`config.mk`:
```
export PLATFORM = sky130hd
export DESIGN_NAME = rf_wb_scheduler_flat
export DESIGN_NICKNAME = d
export VERILOG_FILES = /design/src/rtl/rf_wb_scheduler_pkg.sv /design/src/rtl/rf_wb_scheduler_if.sv /design/src/rtl/rf_wb_scheduler_rr_arb2.sv /design/src/rtl/rf_wb_scheduler.sv /design/src/flat_wrapper.sv
export SDC_FILE = /design/constraint.sdc
export NUM_CORES = 1
export LEC_CHECK = 0
export ABC_AREA = 1
export CAP_MARGIN = 10
export CORE_ASPECT_RATIO = 0.75
export CORE_MARGIN = 10
export CORE_UTILIZATION = 50
export DETAILED_ROUTE_END_ITERATION = 12
export MAX_ROUTING_LAYER = met4
export PLACE_DENSITY = 0.85
export REMOVE_ABC_BUFFERS = 1
export SETUP_SLACK_MARGIN = 0.3
export SYNTH_ARGS = -nofsm -noshare
export SYNTH_HDL_FRONTEND = slang
export SYNTH_SLANG_ARGS = --single-unit
```
`constraint.sdc`:
```
create_clock -name clk -period 2.6 [get_ports clk]
set_input_delay 0.52 -clock clk [delete_from_list [all_inputs] [get_ports clk]]
set_output_delay 0.52 -clock clk [all_outputs]
set_load 0.05 [all_outputs]
```
`src/rtl/rf_wb_scheduler_pkg.sv`:
```
// Shared constants and types for the issue/write-back scheduler.
// Address width, register count, requester ids and the staged write-back record.
`ifndef WIDTH
`define WIDTH 8
`endif

package rf_wb_scheduler_pkg;

    localparam int WIDTH   = `WIDTH;
    localparam int REG_AW  = 3;
    localparam int NREG    = 8;
    localparam int STALL_W = 8;

    // Requester ids double as bit positions in the arbiter request/grant vectors
    localparam int REQ_ALU = 0;
    localparam int REQ_MEM = 1;

    typedef logic [REG_AW-1:0] reg_addr_t;
    typedef logic [WIDTH-1:0]  wb_data_t;

    typedef struct packed {
        logic      we;
        reg_addr_t addr;
        wb_data_t  data;
    } wb_t;

    function automatic logic [NREG-1:0] reg_onehot(input reg_addr_t a);
        logic [NREG-1:0] r;
        r    = '0;
        r[a] = 1'b1;
        return r;
    endfunction

endpackage

```
`src/rtl/rf_wb_scheduler_if.sv`:
```
// Decode, write-back requester and register-file write port bundle.
// master = decode/execution side, slave = the scheduler.
interface rf_wb_scheduler_if;
    import rf_wb_scheduler_pkg::*;

    logic                iss_valid;
    reg_addr_t           iss_rs1;
    reg_addr_t           iss_rs2;
    reg_addr_t           iss_rd;
    logic                iss_ready;

    logic                alu_valid;
    reg_addr_t           alu_rd;
    wb_data_t            alu_data;
    logic                alu_ready;

    logic                mem_valid;
    reg_addr_t           mem_rd;
    wb_data_t            mem_data;
    logic                mem_ready;

    logic                rf_we;
    reg_addr_t           rf_waddr;
    wb_data_t            rf_wdata;

    logic [STALL_W-1:0]  stall_cnt;
    logic                wb_err;

    modport master (
        output iss_valid, iss_rs1, iss_rs2, iss_rd,
        input  iss_ready,
        output alu_valid, alu_rd, alu_data,
        input  alu_ready,
        output mem_valid, mem_rd, mem_data,
        input  mem_ready,
        input  rf_we, rf_waddr, rf_wdata, stall_cnt, wb_err
    );

    modport slave (
        input  iss_valid, iss_rs1, iss_rs2, iss_rd,
        output iss_ready,
        input  alu_valid, alu_rd, alu_data,
        output alu_ready,
        input  mem_valid, mem_rd, mem_data,
        output mem_ready,
        output rf_we, rf_waddr, rf_wdata, stall_cnt, wb_err
    );

endinterface

```
`src/rtl/rf_wb_scheduler_rr_arb2.sv`:
```
// Two-requester round-robin arbiter; on contention grants the requester not granted last.
// Latency: grant is combinational from req; last_grant updates at the edge after any grant.
// Backpressure: a requester not granted sees gnt=0 and must hold its request.
module rr_arb2
    import rf_wb_scheduler_pkg::*;
(
    input  logic       clk,
    input  logic       rst_n,
    input  logic [1:0] req,
    output logic [1:0] gnt
);

    // 1 = the load unit won last, so the ALU wins the first contention after reset
    logic last_grant;

    always_comb begin
        gnt = '0;
        if (req[REQ_ALU] && req[REQ_MEM]) begin
            if (last_grant) begin
                gnt[REQ_ALU] = 1'b1;
            end else begin
                gnt[REQ_MEM] = 1'b1;
            end
        end else begin
            gnt = req;
        end
    end

    always_ff @(posedge clk or negedge rst_n) begin
        if (!rst_n) begin
            last_grant <= 1'b1;
        end else if (|gnt) begin
            last_grant <= gnt[REQ_MEM];
        end
    end

endmodule

```
`src/rtl/rf_wb_scheduler.sv`:
```
// Issue/write-back scheduler: scoreboards destinations, blocks RAW/WAW, arbitrates write-back.
// Latency: grant to rf_we is 1 cycle; pending clears at the edge ending the rf_we cycle.
// Backpressure: issue stalls on a pending register; write-back losers hold until granted.
module rf_wb_scheduler
    import rf_wb_scheduler_pkg::*;
(
    input  logic clk,
    input  logic rst_n,
    rf_wb_scheduler_if.slave bus
);

    logic [NREG-1:0]    pending;
    logic [NREG-1:0]    pending_nxt;
    logic [NREG-1:0]    set_mask;
    logic [NREG-1:0]    clr_mask;
    logic               iss_ready;
    logic               iss_fire;
    logic [1:0]         wb_req;
    logic [1:0]         wb_gnt;
    logic               gnt_any;
    wb_t                gnt_wb;
    wb_t                wb_q;
    logic               wb_err_q;
    logic [STALL_W-1:0] stall_q;

    // Registered scoreboard only, so write-back inputs never reach iss_ready
    assign iss_ready = ~(pending[bus.iss_rs1] | pending[bus.iss_rs2] | pending[bus.iss_rd]);
    assign iss_fire  = bus.iss_valid & iss_ready;

    always_comb begin
        set_mask = '0;
        clr_mask = '0;
        if (iss_fire && (bus.iss_rd != '0)) begin
            set_mask = reg_onehot(bus.iss_rd);
        end
        if (wb_q.we) begin
            clr_mask = reg_onehot(wb_q.addr);
        end
        // Set wins over clear; x0 is never tracked
        pending_nxt    = (pending & ~clr_mask) | set_mask;
        pending_nxt[0] = 1'b0;
    end

    always_ff @(posedge clk or negedge rst_n) begin
        if (!rst_n) begin
            pending <= '0;
        end else begin
            pending <= pending_nxt;
        end
    end

    assign wb_req[REQ_ALU] = bus.alu_valid;
    assign wb_req[REQ_MEM] = bus.mem_valid;

    rr_arb2 u_arb (
        .clk   (clk),
        .rst_n (rst_n),
        .req   (wb_req),
        .gnt   (wb_gnt)
    );

    assign bus.alu_ready = wb_gnt[REQ_ALU];
    assign bus.mem_ready = wb_gnt[REQ_MEM];
    assign gnt_any       = |wb_gnt;

    always_comb begin
        gnt_wb.we   = 1'b0;
        gnt_wb.addr = bus.alu_rd;
        gnt_wb.data = bus.alu_data;
        if (wb_gnt[REQ_MEM]) begin
            gnt_wb.addr = bus.mem_rd;
            gnt_wb.data = bus.mem_data;
        end
        // A granted write to x0 is consumed but never reaches the register file
        gnt_wb.we = gnt_any && (gnt_wb.addr != '0);
    end

    always_ff @(posedge clk or negedge rst_n) begin
        if (!rst_n) begin
            wb_q <= '0;
        end else begin
            wb_q.we <= gnt_wb.we;
            if (gnt_wb.we) begin
                wb_q.addr <= gnt_wb.addr;
                wb_q.data <= gnt_wb.data;
            end
        end
    end

    always_ff @(posedge clk or negedge rst_n) begin
        if (!rst_n) begin
            wb_err_q <= 1'b0;
        end else if (gnt_wb.we && !pending[gnt_wb.addr]) begin
            wb_err_q <= 1'b1;
        end
    end

    always_ff @(posedge clk or negedge rst_n) begin
        if (!rst_n) begin
            stall_q <= '0;
        end else if (bus.iss_valid && !iss_ready && (stall_q != '1)) begin
            stall_q <= stall_q + STALL_W'(1);
        end
    end

    assign bus.iss_ready = iss_ready;
    assign bus.rf_we     = wb_q.we;
    assign bus.rf_waddr  = wb_q.addr;
    assign bus.rf_wdata  = wb_q.data;
    assign bus.wb_err    = wb_err_q;
    assign bus.stall_cnt = stall_q;

endmodule

```
`src/flat_wrapper.sv`:
```
// flat-port wrapper written by rule: the top's interface ports become plain ports
module rf_wb_scheduler_flat import rf_wb_scheduler_pkg::*;
  (clk, rst_n, bus_iss_valid, bus_iss_rs1, bus_iss_rs2, bus_iss_rd, bus_iss_ready, bus_alu_valid, bus_alu_rd, bus_alu_data, bus_alu_ready, bus_mem_valid, bus_mem_rd, bus_mem_data, bus_mem_ready, bus_rf_we, bus_rf_waddr, bus_rf_wdata, bus_stall_cnt, bus_wb_err);
  rf_wb_scheduler_if bus_i ();
  input  logic clk;
  input  logic rst_n;
  input wire logic [$bits(bus_i.iss_valid)-1:0] bus_iss_valid;
  input wire logic [$bits(bus_i.iss_rs1)-1:0] bus_iss_rs1;
  input wire logic [$bits(bus_i.iss_rs2)-1:0] bus_iss_rs2;
  input wire logic [$bits(bus_i.iss_rd)-1:0] bus_iss_rd;
  output wire logic [$bits(bus_i.iss_ready)-1:0] bus_iss_ready;
  input wire logic [$bits(bus_i.alu_valid)-1:0] bus_alu_valid;
  input wire logic [$bits(bus_i.alu_rd)-1:0] bus_alu_rd;
  input wire logic [$bits(bus_i.alu_data)-1:0] bus_alu_data;
  output wire logic [$bits(bus_i.alu_ready)-1:0] bus_alu_ready;
  input wire logic [$bits(bus_i.mem_valid)-1:0] bus_mem_valid;
  input wire logic [$bits(bus_i.mem_rd)-1:0] bus_mem_rd;
  input wire logic [$bits(bus_i.mem_data)-1:0] bus_mem_data;
  output wire logic [$bits(bus_i.mem_ready)-1:0] bus_mem_ready;
  output wire logic [$bits(bus_i.rf_we)-1:0] bus_rf_we;
  output wire logic [$bits(bus_i.rf_waddr)-1:0] bus_rf_waddr;
  output wire logic [$bits(bus_i.rf_wdata)-1:0] bus_rf_wdata;
  output wire logic [$bits(bus_i.stall_cnt)-1:0] bus_stall_cnt;
  output wire logic [$bits(bus_i.wb_err)-1:0] bus_wb_err;
  assign bus_i.iss_valid = bus_iss_valid;
  assign bus_i.iss_rs1 = bus_iss_rs1;
  assign bus_i.iss_rs2 = bus_iss_rs2;
  assign bus_i.iss_rd = bus_iss_rd;
  assign bus_iss_ready = bus_i.iss_ready;
  assign bus_i.alu_valid = bus_alu_valid;
  assign bus_i.alu_rd = bus_alu_rd;
  assign bus_i.alu_data = bus_alu_data;
  assign bus_alu_ready = bus_i.alu_ready;
  assign bus_i.mem_valid = bus_mem_valid;
  assign bus_i.mem_rd = bus_mem_rd;
  assign bus_i.mem_data = bus_mem_data;
  assign bus_mem_ready = bus_i.mem_ready;
  assign bus_rf_we = bus_i.rf_we;
  assign bus_rf_waddr = bus_i.rf_waddr;
  assign bus_rf_wdata = bus_i.rf_wdata;
  assign bus_stall_cnt = bus_i.stall_cnt;
  assign bus_wb_err = bus_i.wb_err;
  rf_wb_scheduler u_core (.clk(clk), .rst_n(rst_n), .bus(bus_i));
endmodule
```
==> results of run 1 <==
registers in the layout, summed over array words and instances (netlist names):
register,count
u_core.pending,7
u_core.bus.rf_we,1
u_core.bus.stall_cnt,8
u_core.u_arb.last_grant,1
u_core.bus.rf_waddr,3
u_core.bus.rf_wdata,8
u_core.bus.wb_err,1
timing repair:
| item | in CTS | in global routing |
|---|---|---|
| resized for setup | 7 | 3 |
| pin swaps | 0 | 1 |
| setup endpoints to repair | 1 | 1 |
| buffers inserted | 0 | 1 |
| hold buffers | 0 | 0 |
kinds of logic (layout without fill, tap and decap cells):
logic type | Yosys count | count (layout)
AO/OA/AOI/OAI | 36 | 36
adder cells (fa/ha/maj) | 1 | 1
XOR/XNOR | 6 | 6
buffers and inverters | 37 | 105
AND/OR/NAND/NOR | 159 | 159
flip-flops | 29 | 29
placed cells by master (no fill, tap or decap), types with 3 or more instances in the layout:
cell,count
clkdlybuf4s50_1,50
nand2_1,94
inv_2,5
nand3_2,3
clkbuf_8,7
o21ai_0,11
nor2_1,13
dlygate4sd2_1,4
o211ai_1,3
dfrtp_1,28
inv_1,25
a31oi_1,8
xor2_1,4
nand4_1,5
nand2_4,3
nand3_1,29
nand2_2,4
o21ai_2,7
buf_4,8
through the flow:
step           setup WS (ps)  util [%]
2_1_floorplan            413         -
6_report                 353      73.0
5_1_grt                  296      73.0
3_3_place_gp             151      70.2
3_5_place_dp            91.9      70.2
4_1_cts                  336      72.9
worst max-delay path: cells and delay by family:
kind / cells / cell delay [ps]
buffers and inverters: 3 / 760
AND/OR/NAND/NOR: 5 / 430
per-layer routing:
layer / vias up / routed length (microns)
li1: 1009 / -
met1: 932 / 2570
met2: 64 / 2580
met3: 4 / 305
met4: 0 / 33
met5: - / 0
worst paths after layout:
kind                                          from                 endpoint  slack (ps)  depth (start not counted)
setup / recovery                    bus_iss_rs2[2]            bus_iss_ready         350                          8
hold / removal                   u_core.bus.wb_err        u_core.bus.wb_err         490                          2
setup reg to reg           u_core.u_arb.last_grant   u_core.bus.rf_wdata[2]         900                          9
hold reg to reg                  u_core.bus.wb_err        u_core.bus.wb_err         490                          2
max in group asynchronous                    rst_n  u_core.u_arb.last_grant        1670                          2
min in group asynchronous                    rst_n  u_core.bus.stall_cnt[0]         620                          2
area by class of cell:
class                   count  area (sq um)
repair buffers             66           653
fillers                   288          1000
well taps                  52          65.1
clock inverters             1          5.00
multi-input cells         202          1050
flip-flops and latches     29           727
clock buffers               7          96.3
inverters                  31           116
synth_stat cells (all sizes together):
cell type | n | area share, %
o21ai | 19 | 6.2
o31a | 1 | 0.45
o211ai | 3 | 1.2
o31ai | 2 | 0.77
nand3 | 33 | 9.9
xnor2 | 2 | 0.90
xor2 | 4 | 1.8
a21oi | 1 | 0.26
dfstp | 1 | 1.4
a31oi | 8 | 2.6
clkinv | 1 | 0.19
nand2 | 101 | 21
or2 | 2 | 0.64
nor2 | 15 | 3.4
ha | 1 | 0.64
inv | 30 | 5.8
dfrtp | 28 | 36
a21boi | 1 | 0.39
nor3 | 1 | 0.26
nand4 | 6 | 2.3
o21bai | 1 | 0.39
nand3b | 1 | 0.39
buf | 6 | 3.0
power by group through the flow:
stage | logic, W | clock network [W] | registers [W]
floorplan | 0.000460 | 0 | 0.000863
global placement | 0.000994 | 0 | 0.000689
detailed placement | 0.00102 | 0 | 0.000694
CTS | 0.00102 | 0.000415 | 0.000687
global route | 0.00113 | 0.000435 | 0.000709
finish | 0.00103 | 0.000407 | 0.000691
==> impl_metrics.toml, run 1 <==
[power_and_ir_drop]
internal-power_w = 0.00118
power_density_mw_per_mm2 = 785
switching_share_pct = 44.5
ir_drop_mv = 0.598
combPwrFrac_pct = 48.4
clock_power_share_pct = 19.1
sequentialPowerShare_pct = 32.5
p_leak_nw = 1.33
total_power_w = 0.00213
p_sw_w = 0.000946

[route]
drc = 0
vias = 2009
routed_wl_microns = 5500
dr.pass1.iters = 4
viasPerCell = 5.18
post_drt_wl_per_cell_microns = 14.2
drt_iter0_drc = 152
antenna_left = 0

[timing]
fmax_ghz = 0.445
setup_tns_ps = 0
period_share_pct = 86.4
hold_viol_final = 0
tightestPinTransition_ps = 516
finClkSkew_ps = 0.911
max_slew_margin_pct = 65.5
slew_violations = 0
finalSetupViolations = 0
rsz0062_at_grt = "false"
fin_hold_ws_ps = 493
period_minus_slack_ps = 2250

[grt]
track_usage_pct = 17.4
globalRouteMet1Util_pct = 21.5
overflow = 0
grt_use_met3_pct = 4.02
use_met2_pct = 28.4
busiest_layer = "met2"
antenna_found_initial = 0
grt_pass1_vias = 2014
grt_start_max_net_pins = 30
grt_pass1_wl_microns = 9560

[synth]
seq_area_frac_synth_pct = 37.4
synth-compound-area-share_pct = 12.2
ys_ff_latch = 29
yosys_warnings = 0
synthAdderAreaFrac_pct = 0.644
syn_area_per_cell_sq_um = 7.25
netlist_instances = 268
yosys.area_share.xor_xnor_pct = 2.70
synth_top_family_by_area = "simple AND/OR/NAND/NOR gates"
synthSimpleGateAreaFrac_pct = 38.1
muxShareOfSynthArea_pct = 0
ys_types = 35
netlist_area_sq_mm = 0.00194

[critical_path]
end_kind = "output port"
cp_slowest_stage_delay_ps = 520
arrival_ps = 1730
cpMaxStageDelayCell = "clkdlybuf4s50_1"
path_class = "in -> out"
startpoint_type = "input port"
cpMostUsedCell = "nand2_1"
cp_cell_sequence = "clkdlybuf4s50_1 > inv_1 > nand3_1 > nand2_1 > nand2_1 > nand3_2 > nor2_4 > buf_12"
required_ps = 2080
path_max_fanout = 4

[clocking]
cts.sinks = 29
clockBufferDepth = 2
clk_pin_slew_ps = 60
root_buffer = "clkbuf_8"
h-tree-depth = 2
cts_made_buffers = 5
cts_tree = "yes"
clk_latency_ps = 280

[min_path]
hold_path.class = "reg -> reg"

[final_layout]
diodes = 0
final_nets = 372
drive_above_1_share_pct = 14.6
area.growth.synth_to_final_pct = 39.4
postLayoutCellArea_sq_mm = 0.00271
layoutNonFillerInstCount = 388

[floorplanning]
io_pins = 60
die_w_microns = 92.0
fp.dieArea_sq_mm = 0.00681
coreArea_sq_mm = 0.00371
die_h_microns = 74.0
rows = 19
start_util_pct = 52.4

[placed_design]
portBuffers = 59
dp.cells = 379
routabilityCongestion = 0.942
dp_hpwl_microns = 4290
dpl_cell_area_sq_mm = 0.00260

[outcome]
status = "completed"

[run]
cap_violations = 0
(Power assumes the default switching activity.)
==> inputs of run 2 (changes only) <==
Clock period 2.6 ns to 2.7 ns, I/O delays scaled along.
==> impl_metrics.toml, run 2 (synthesized netlist as in run 1, its figures left out) <==
[outcome]
status = "completed"

[run]
cap_violations = 0

[critical_path]
crit_family = "buffers and inverters"
reg2reg_slack_ps = 920
path_buf_inv = 3
timing.rr.start = "u_core.u_arb.last_grant"
required_ps = 2160
cp_slowest_stage_delay_ps = 620
startpoint_type = "input port"
cpMaxStageDelayCell = "clkdlybuf4s50_1"
path_class = "in -> out"
cp_cell_sequence = "clkdlybuf4s50_1 > inv_1 > o21ai_2 > nand3_2 > nor2_4 > buf_12"
r2r_cells = 9
path_max_fanout = 6
arrival_ps = 1820
rr_endpoint = "u_core.bus.rf_wdata[2]"
end_kind = "output port"

[route]
vias = 1977
antenna_left = 0
routed_wl_microns = 5310
post_drt_wl_per_cell_microns = 13.8
drc = 0
viasPerCell = 5.12
drt_iter0_drc = 168
dr.pass1.iters = 5

[final_layout]
final_common_cell = "nand2_1"
multi_input_area_sq_mm = 0.00105
diodes = 0
area.growth.synth_to_final_pct = 39.7
finish.utilization_pct = 73.2
mostFrequentLayoutCells = "nand2_1, clkdlybuf4s50_1, nand3_1, dfrtp_1, inv_1"
seqCellArea_sq_um = 727
final_nets = 370
postLayoutCellArea_sq_mm = 0.00271
nFillCells = 304
drive_above_1_share_pct = 13.8

[clocking]
root_buffer = "clkbuf_8"
h-tree-depth = 2
clk_latency_ps = 270
cts_tree = "yes"
clockBufferDepth = 2
cts_made_buffers = 5
clk_pin_slew_ps = 50
cts.sinks = 29

[floorplanning]
coreArea_sq_mm = 0.00371
fp.dieArea_sq_mm = 0.00681
start_util_pct = 52.4
rows = 19
die_w_microns = 92.0
die_h_microns = 74.0
io_pins = 60

[power_and_ir_drop]
combPwrFrac_pct = 46.6
power_density_mw_per_mm2 = 774
sequentialPowerShare_pct = 31.7
ir_drop_mv = 0.667
p_sw_w = 0.000902
p_leak_nw = 1.33
total_power_w = 0.00210
internal-power_w = 0.00120
switching_share_pct = 42.9
clock_power_share_pct = 21.7

[placed_design]
dp_hpwl_microns = 4060
dpl_cell_area_sq_mm = 0.00260
portBuffers = 59
routabilityCongestion = 0.966

[grt]
grt_pass1_wl_microns = 8980
antenna_found_initial = 0
grt_start_max_net_pins = 30
grt_pass1_vias = 1949
track_usage_pct = 16.1
overflow = 0

[timing]
period_minus_slack_ps = 2360
rsz0062_at_grt = "false"
fin_hold_ws_ps = 477
tightestPinTransition_ps = 518
finalSetupViolations = 0
setup_tns_ps = 0
max_slew_margin_pct = 65.4
finClkSkew_ps = 11.1
period_share_pct = 87.5
fmax_ghz = 0.423
slew_violations = 0
hold_viol_final = 0

[min_path]
whs_path_depth = 2
hold_path.class = "reg -> reg"
worstHoldStart = "u_core.bus.wb_err"
hold_path_end = "u_core.bus.wb_err"
[run 2: layout make-up]
type	count	share of cell area [%]
clock inverters	1	1.11
well taps	52	2.40
clock buffers	7	3.18
flip-flops and latches	29	26.8
inverters	31	4.29
repair buffers	64	23.7
multi-input cells	202	38.5
[run 2: tightest hold or removal path: stages, from the launching register on]
cell	delay, ps
dfrtp_1	340
inv_1	50
nand3_2	60
[run 2: power by group through the flow]
stage	combinational [W]	sequential, W	clock [W]
2_1_floorplan	0.000443	0.000831	0
3_3_place_gp	0.000957	0.000665	0
3_5_place_dp	0.000972	0.000667	0
4_1_cts	0.000981	0.000662	0.000462
5_1_grt	0.00107	0.000683	0.000490
6_report	0.000978	0.000667	0.000456
[run 2: per-stage QoR]
step,setup WS [ps],cells
3_5_place_dp,124,378
6_report,337,386
4_1_cts,318,386
5_1_grt,308,386
3_3_place_gp,211,378
2_1_floorplan,481,262
[run 2: per-layer routing]
metal	GRT usage (%)	share of wire, %	vias up
li1	-	-	998
met1	20.1	46	912
met2	26.6	47	65
met3	4.72	6.6	2
met4	1.19	0.11	0
met5	-	0	-
[run 2: worst max path at each step]
stage	startpoint	endpoint	slack (ps)	depth (start not counted)
detailed placement	bus_iss_rd[1]	bus_iss_ready	120	10
floorplan	bus_alu_valid	bus_alu_ready	480	1
CTS	bus_iss_rs1[0]	bus_iss_ready	320	9
global route	bus_iss_rd[0]	bus_iss_ready	310	6
finish	bus_iss_rd[0]	bus_iss_ready	340	6
global placement	bus_iss_rd[1]	bus_iss_ready	210	10
[run 2: timing repair]
| item | 4_1_cts | 5_1_grt |
|---|---|---|
| buffers inserted | 0 | 0 |
| gates resized for setup | 4 | 5 |
| hold buffers | 0 | 0 |
| endpoints found under the setup margin | 1 | 1 |
==> inputs of run 3 (changes only) <==
Settings changed: CORE_UTILIZATION 50 to 42, PLACE_DENSITY 0.85 to 0.76.
Clock period 2.7 ns to 2.1 ns, I/O delays scaled along.
==> impl_metrics.toml, run 3 (synthesized netlist as in run 1, its figures left out) <==
[final_layout]
finish.utilization_pct = 65.2
mostFrequentLayoutCells = "nand2_1, nand3_1, dlygate4sd2_1, clkdlybuf4s50_1, dfrtp_1"
final_nets = 391
drive_above_1_share_pct = 24.8
area.growth.synth_to_final_pct = 50.0
seqCellArea_sq_um = 731
multi_input_area_sq_mm = 0.00110
postLayoutCellArea_sq_mm = 0.00291
nFillCells = 423
final_common_cell = "nand2_1"
diodes = 0

[clocking]
cts_made_buffers = 5
clockBufferDepth = 2
cts_hold_buf = 0
h-tree-depth = 2
root_buffer = "clkbuf_8"
cts_tree = "yes"
cts.sinks = 29
clk_pin_slew_ps = 60
clk_latency_ps = 280

[route]
routed_wl_microns = 5730
antenna_left = 0
drt_iter0_drc = 154
dr.pass1.iters = 4
drc = 0
vias = 2082
viasPerCell = 5.05
post_drt_wl_per_cell_microns = 13.9

[timing]
max_slew_margin_pct = 65.9
tightestPinTransition_ps = 514
finClkSkew_ps = 2.83
hold_viol_final = 0
rsz0062_at_grt = "true"
finalSetupViolations = 0
period_minus_slack_ps = 1930
period_share_pct = 92.0
slew_violations = 0
fmax_ghz = 0.518

[power_and_ir_drop]
internal-power_w = 0.00159
switching_share_pct = 43.3
clock_power_share_pct = 21.3
combPwrFrac_pct = 48.1
ir_drop_mv = 0.793
p_sw_w = 0.00122
sequentialPowerShare_pct = 30.6
p_leak_nw = 1.50
power_density_mw_per_mm2 = 964

[min_path]
hold_path_end = "u_core.bus.wb_err"
whs_path_depth = 2
worstHoldStart = "u_core.bus.wb_err"
hold_path.class = "reg -> reg"

[critical_path]
required_ps = 1680
end_kind = "output port"
path_max_fanout = 7
arrival_ps = 1510
timing.rr.start = "u_core.u_arb.last_grant"
r2r_cells = 10
reg2reg_slack_ps = 480
startpoint_type = "input port"
rr_endpoint = "u_core.bus.wb_err"
path_class = "in -> out"

[placed_design]
dp_hpwl_microns = 4280
dpl_cell_area_sq_mm = 0.00269
portBuffers = 59
routabilityCongestion = 0.884

[floorplanning]
start_util_pct = 43.5
io_pins = 60
rows = 21
coreArea_sq_mm = 0.00447
die_w_microns = 98.5
fp.dieArea_sq_mm = 0.00778
die_h_microns = 78.9

[grt]
overflow = 0
antenna_found_initial = 0
track_usage_pct = 14.4
grt_start_max_net_pins = 30
grt_pass1_wl_microns = 9210
grt_pass1_vias = 1951

[outcome]
status = "completed"

[run]
cap_violations = 0
## run 3: metrics by stage
step | setup TNS [ps] | hold WS [ps] | worst slack (ps) | total power [W] | cells
finish | 0 | 487 | 168 | 0.00281 | 412
floorplan | 0 | 124 | 13.0 | 0.00164 | 262
detailed placement | -258 | 479 | -106 | 0.00214 | 395
global route | 0 | 518 | 96.1 | 0.00300 | 412
CTS | 0 | 489 | 110 | 0.00269 | 405
global placement | -101 | 472 | -84.1 | 0.00211 | 395
## run 3: how the worst max path moves through the flow
stage / startpoint / endpoint / slack [ps] / depth (start not counted)
floorplan: u_core.u_arb.last_grant / bus_alu_ready / 10 / 2
global placement: bus_iss_rd[1] / bus_iss_ready / -80 / 10
detailed placement: bus_iss_rd[1] / bus_iss_ready / -110 / 10
CTS: u_core.pending[6] / bus_iss_ready / 110 / 8
global route: bus_iss_rd[2] / bus_iss_ready / 100 / 9
finish: bus_iss_rd[2] / bus_iss_ready / 170 / 9
## run 3: final cells by class
type                       count  area share, %
tap                           57           2.45
clock buffer                   7           2.96
clock inverter                 1           1.03
multi-input combinational    203           37.7
timing repair buffer          84           26.8
sequential                    29           25.1
inverter                      31           4.04
## run 3: metal layers
layer  share of wire [%]  vias to the layer above  GRT usage, %
li1                    -                     1052             -
met1                  47                      967          18.3
met2                  47                       51          22.7
met3                 5.0                       12          3.11
met4                 1.2                        0          3.86
met5                   0                        -             -
## run 3: timing repair
item / CTS / global route
pin swaps: 2 / 10
gates cloned: 0 / 1
setup endpoints to repair: 32 / 15
resized for setup: 33 / 31
buffers inserted: 2 / 6
## run 3: power groups by stage
stage	clock network, W	logic, W	registers, W
final	0.000598	0.00135	0.000861
after global routing	0.000638	0.00148	0.000882
after CTS	0.000608	0.00123	0.000850
after detailed placement	0	0.00127	0.000863
after global placement	0	0.00125	0.000856
after floorplan	0	0.000569	0.00107
## run 3: critical path, stage by stage
cell	delay [ps]
clkdlybuf4s15_1	280
inv_2	130
nor2_1	60
nand2_1	60
nand2_1	60
o21ai_2	120
nand3_2	100
nor2_4	150
buf_12	140
